===== src/rtl/sb_pkg.sv =====
// Shared types and constants for the store buffer: default geometry, the
// write-back stall code, and the layout of one buffered store.
package sb_pkg;

    localparam int         SB_DEPTH    = 4;
    localparam int         SB_PTR_W    = 2;
    localparam logic [2:0] SB_STALL_WB = 3'd6;

    typedef struct packed {
        logic [15:1] addr;
        logic [15:0] data;
    } sb_entry_t;

endpackage


===== src/rtl/sb_match.sv =====
// Youngest-match search over the buffered stores: walks the FIFO from the
// oldest valid entry to the youngest so that later hits override earlier ones.
module sb_match
    import sb_pkg::*;
#(
    parameter int DEPTH = SB_DEPTH,
    parameter int PTR_W = $clog2(DEPTH)
) (
    input  logic [PTR_W-1:0] rd_ptr_i,
    input  logic [PTR_W:0]   count_i,
    input  sb_entry_t        entries_i [DEPTH],
    input  logic [15:1]      addr_i,
    output logic             hit_o,
    output logic [15:0]      data_o
);

    logic [PTR_W-1:0] idx;
    logic [PTR_W-1:0] off;

    always_comb begin
        hit_o  = 1'b0;
        data_o = '0;
        idx    = '0;
        off    = '0;
        for (int j = 0; j < DEPTH; j++) begin
            idx = rd_ptr_i + PTR_W'(j);
            // Validity uses the wrapped distance from the read pointer.
            off = idx - rd_ptr_i;
            if (({1'b0, off} < count_i) && (entries_i[idx].addr == addr_i)) begin
                hit_o  = 1'b1;
                data_o = entries_i[idx].data;
            end
        end
    end

endmodule


===== src/rtl/store_buffer.sv =====
// Write-back store buffer: queues committed stores, drains them to memory in
// order, and forwards buffered data to loads with the same latency as memory.
module store_buffer
    import sb_pkg::*;
#(
    parameter int         DEPTH       = SB_DEPTH,
    parameter logic [2:0] STALL_STAGE = SB_STALL_WB
) (
    input  logic        clk,
    input  logic        rst,
    input  logic        core_wen,
    input  logic [15:1] core_waddr,
    input  logic [15:0] core_wdata,
    input  logic [15:1] core_raddr1,
    output logic [15:0] core_rdata1,
    output logic [2:0]  stall_num,
    output logic [15:1] mem_raddr1,
    input  logic [15:0] mem_rdata1,
    output logic        mem_wen,
    output logic [15:1] mem_waddr,
    output logic [15:0] mem_wdata,
    input  logic        mem_ready
);

    localparam int PTR_W = $clog2(DEPTH);

    sb_entry_t        entries_q [DEPTH];
    logic [PTR_W-1:0] rd_ptr_q, rd_ptr_d;
    logic [PTR_W-1:0] wr_ptr_q, wr_ptr_d;
    logic [PTR_W:0]   count_q, count_d;
    logic             hit_q, hit_d;
    logic [15:0]      fwd_q, fwd_d;

    logic             full;
    logic             push;
    logic             pop;
    logic             buf_hit;
    logic [15:0]      buf_data;

    assign full = (count_q == (PTR_W+1)'(DEPTH));
    // A stalled store is dropped outright; the core re-presents it.
    assign push = core_wen && !full;
    assign pop  = mem_wen && mem_ready;

    assign stall_num   = (core_wen && full) ? STALL_STAGE : 3'd0;
    assign mem_wen     = (count_q != '0);
    assign mem_waddr   = entries_q[rd_ptr_q].addr;
    assign mem_wdata   = entries_q[rd_ptr_q].data;
    assign mem_raddr1  = core_raddr1;
    assign core_rdata1 = hit_q ? fwd_q : mem_rdata1;

    sb_match #(
        .DEPTH (DEPTH),
        .PTR_W (PTR_W)
    ) u_match (
        .rd_ptr_i  (rd_ptr_q),
        .count_i   (count_q),
        .entries_i (entries_q),
        .addr_i    (core_raddr1),
        .hit_o     (buf_hit),
        .data_o    (buf_data)
    );

    always_comb begin
        rd_ptr_d = rd_ptr_q;
        wr_ptr_d = wr_ptr_q;
        count_d  = count_q;
        if (push) begin
            wr_ptr_d = wr_ptr_q + 1'b1;
        end
        if (pop) begin
            rd_ptr_d = rd_ptr_q + 1'b1;
        end
        case ({push, pop})
            2'b10:   count_d = count_q + 1'b1;
            2'b01:   count_d = count_q - 1'b1;
            default: count_d = count_q;
        endcase
    end

    // The entry popped this cycle still matches: its memory write lands after the read.
    always_comb begin
        hit_d = buf_hit;
        fwd_d = buf_data;
        if (push && (core_waddr == core_raddr1)) begin
            hit_d = 1'b1;
            fwd_d = core_wdata;
        end
    end

    always_ff @(posedge clk or posedge rst) begin
        if (rst) begin
            rd_ptr_q <= '0;
            wr_ptr_q <= '0;
            count_q  <= '0;
            hit_q    <= 1'b0;
            fwd_q    <= '0;
        end else begin
            rd_ptr_q <= rd_ptr_d;
            wr_ptr_q <= wr_ptr_d;
            count_q  <= count_d;
            hit_q    <= hit_d;
            fwd_q    <= fwd_d;
        end
    end

    always_ff @(posedge clk) begin
        if (push) begin
            entries_q[wr_ptr_q] <= '{addr: core_waddr, data: core_wdata};
        end
    end

endmodule


===== config.mk =====
export PLATFORM = sky130hd
export DESIGN_NAME = store_buffer
export DESIGN_NICKNAME = d
export VERILOG_FILES = /design/src/rtl/sb_pkg.sv /design/src/rtl/sb_match.sv /design/src/rtl/store_buffer.sv
export SDC_FILE = /design/constraint.sdc
export NUM_CORES = 1
export LEC_CHECK = 0
export CAP_MARGIN = 20
export CORE_ASPECT_RATIO = 0.9
export CORE_UTILIZATION = 45
export CTS_BUF_LIST = sky130_fd_sc_hd__clkbuf_4
export DETAILED_ROUTE_END_ITERATION = 16
export GPL_ROUTABILITY_DRIVEN = 0
export PLACE_DENSITY_LB_ADDON = 0.3
export SLEW_MARGIN = 0
export SYNTH_ARGS = -nofsm -noshare
export SYNTH_HDL_FRONTEND = slang
export SYNTH_SLANG_ARGS = --single-unit

===== constraint.sdc =====
create_clock -name clk -period 3.25 [get_ports clk]
set_input_delay 0.325 -clock clk [delete_from_list [all_inputs] [get_ports clk]]
set_output_delay 0.325 -clock clk [all_outputs]
set_load 0.1 [all_outputs]

==> flow_summary.ini <==
[outcome]
status = complete, no violations

[clock_tree]
cts_tree = yes
numCtsBuffers = 17
h-tree-depth = 4
cts.clk_slew.worst_paths_ps = 130
cts_buffer_depth = 2
clock-sinks = 148
root_buffer = clkbuf_4
clkLatencyLatePin_ps = 570

[placed_design]
hpwl_um = 17600
placed_area_sq_um = 11400
portBuffers = 130

[yosys]
synthFlopType = edfxtp_1
yosysMostFrequentCell = edfxtp_1
seq_area_frac_synth_pct = 46.2
syn_area_per_cell_sq_um = 11.4
yosysUniqueCellTypes = 53
synth_top_area_cell = edfxtp_1
yosys-top-cells-count = 124 x edfxtp_1, 101 x mux2i_1, 59 x nor2_1, 56 x xnor2_1, 55 x nand2_1
synthCells = 824
synth_edf_count = 124
synth-async-reset-ratio_pct = 16.2
synth_seq_cells = 148
netlist.area_leader.share_pct = 39.8
yosys_warnings = 0
synth.area.top_cells = edfxtp_1 40%, mux2i_1 11%, dfrtp_1 6.4%
syn-cell-area_sq_um = 9360

[worst_setup_path]
reg2reg_depth = 11
reg2reg_from = rd_ptr_q[1]
crit_type = register to register
r2r-end = fwd_q[11]
worst_setup_path_start_kind = register
reg2reg_slack_ps = 30
critPathArrivalTime_ps = 3680
worstSetupEndpoint = fwd_q[11]
end_kind = register
cp-startpoint = rd_ptr_q[1]
required_ps = 3710
path_max_fanout = 6

[power_and_ir_drop]
p_leak_nw = 4.67
seqPwrFrac_pct = 21.7
swShare_pct = 50.4
clockPowerShare_pct = 9.3
combinationalPowerShare_pct = 69.0
intPower_mw = 6.10
powerDensity_nw_per_um2 = 1020
switchingPower_mw = 6.20
ir_drop_mv = 0.562

[timing]
fin_crit_sh_pct = 99.0
tns_ps = 0
finalSetupViolCount = 0
skew_ps = 25.5
max-slew-margin-rel_pct = 35.6
period_needed_ps = 3220
final-max-slew-violation-count = 0
tightestPinTransition_ps = 963
max_freq_ghz = 0.311
timing_hold_violations_final = 0

[min_path]
hp-class = input pin to asynchronous set/reset pin

[grt]
grt_pass1_wl_um = 38100
grt_antenna_before_repair = 1
first_global_vias = 6615
overflow = 0
grt_max_degree = 117
track_usage_pct = 23.6

[floorplan]
initial_core_util_pct = 46.4
row_count = 49
die_y_um = 139
fp.dieW_um = 154
fp.dieArea_sq_um = 21400
ios = 132
fp.coreArea_sq_um = 20200

[finish]
syn_to_final_growth_pct = 29.4
final_area_sq_um = 12100
drive_gt1_share_pct = 30.8
final_util_pct = 60.0
fin_nets = 1058

[run]
maxCapViolations = 0

[route]
drt_iter0_markers = 686
ant_nets = 0
detail_route.first_pass.iterations = 5
drc_errors = 0
wl_per_cell_um = 20.1
totalWireLength_um = 25200
routed_via_density = 5.71
vias = 7151
power by group through the flow:
stage          clock network [mW]  registers, mW  logic (mW)
2_1_floorplan                   0           2.61        5.93
3_3_place_gp                    0           2.71        7.96
3_5_place_dp                    0           2.73        8.01
4_1_cts                      1.17           2.65        8.25
5_1_grt                      1.25           2.70        8.91
6_report                     1.15           2.66        8.49
cells in the final DEF, fill, tap and decap left out, types with 4 or more instances in the layout:
cell	count
mux2i_4	7
mux4_2	16
xnor2_1	55
o22ai_1	13
buf_12	23
buf_6	4
a21boi_0	16
xor2_1	23
nand2_1	55
edfxtp_1	124
mux2i_1	89
a21oi_1	23
inv_1	11
nor4_1	8
nor2_1	58
a21oi_4	6
mux2_2	51
a21oi_2	15
o21ai_0	45
a211oi_1	4
o21a_1	6
buf_4	124
mux2i_2	5
ha_1	7
dfrtp_1	22
clkdlybuf4s50_1	66
clkbuf_16	4
clkbuf_4	18
and2_1	5
a211o_1	6
a2111oi_2	6
nor2b_1	4
a221o_1	11
nand4_1	11
what timing repair did:
item | CTS | global route
endpoints found under the setup margin | 17 | 27
cloned | 1 | 4
endpoints found under the hold margin | 0 | 0
buffers inserted | 5 | 6
gates resized for setup | 12 | 27
pin swaps | 0 | 12
hold buffers | 0 | 0
worst max-delay path, cell delays in order (launching register included):
cell	delay, ps
dfrtp_4	550
buf_12	160
buf_4	150
mux2i_2	140
xnor2_1	130
mux2_4	270
or4_4	530
or4_4	550
clkbuf_16	190
nand2_1	60
o22ai_1	90
a221o_1	320
worst min-delay path by stage:
stage / start / to / slack, ps
final: rst / fwd_q[3] / 120
after global routing: rst / fwd_q[3] / 150
after CTS: rst / fwd_q[3] / 100
after detailed placement: count_q[1] / count_q[1] / 550
after global placement: count_q[0] / count_q[0] / 540
after floorplan: rst / count_q[0] / 340
per-layer routing:
metal,global-route usage [%],share of wire [%]
met1,33.6,45
met2,36.4,46
met3,4.41,7.3
met4,7.26,1.8
met5,0,0
state kept, by name, summed over array words and instances, names as in the netlist:
| name | flops |
|---|---|
| rd_ptr_q | 2 |
| fwd_q | 16 |
| hit_q | 1 |
| entries_q | 124 |
| wr_ptr_q | 2 |
| count_q | 3 |
layout make-up:
class | instances | area [sq um]
fillers | 1630 | 8060
multi-input cells | 583 | 4910
flip-flops and latches | 148 | 4330
repair buffers | 222 | 2230
well taps | 255 | 319
clock buffers | 18 | 135
clock inverters | 14 | 135
inverters | 12 | 45.0
diodes | 1 | 2.50
kinds of logic (layout without fill, tap and decap cells):
logic type,count (synthesis),in the layout,share of synthesized area [%]
xor gates and xnor gates,79,79,7.39
buffers and inverters,94,266,5.15
and+or+nand+nor,155,155,7.47
DFF,148,148,46.2
AOI/OAI and AO/OA,169,169,11.6
muxes,169,169,20.9
adders and majority gates,8,8,1.15
other,2,4,0.0802
metrics by stage:
stage | setup slack, ps | cells | hold WS [ps] | power (mW)
floorplan | 3.93 | 825 | 340 | 8.54
global route | -22.2 | 1253 | 146 | 12.9
detailed placement | -317 | 1204 | 551 | 10.7
CTS | 20.7 | 1242 | 101 | 12.1
finish | 31.4 | 1253 | 119 | 12.3
global placement | -194 | 1204 | 540 | 10.7
Note: power is estimated with default switching activity, not from simulation.
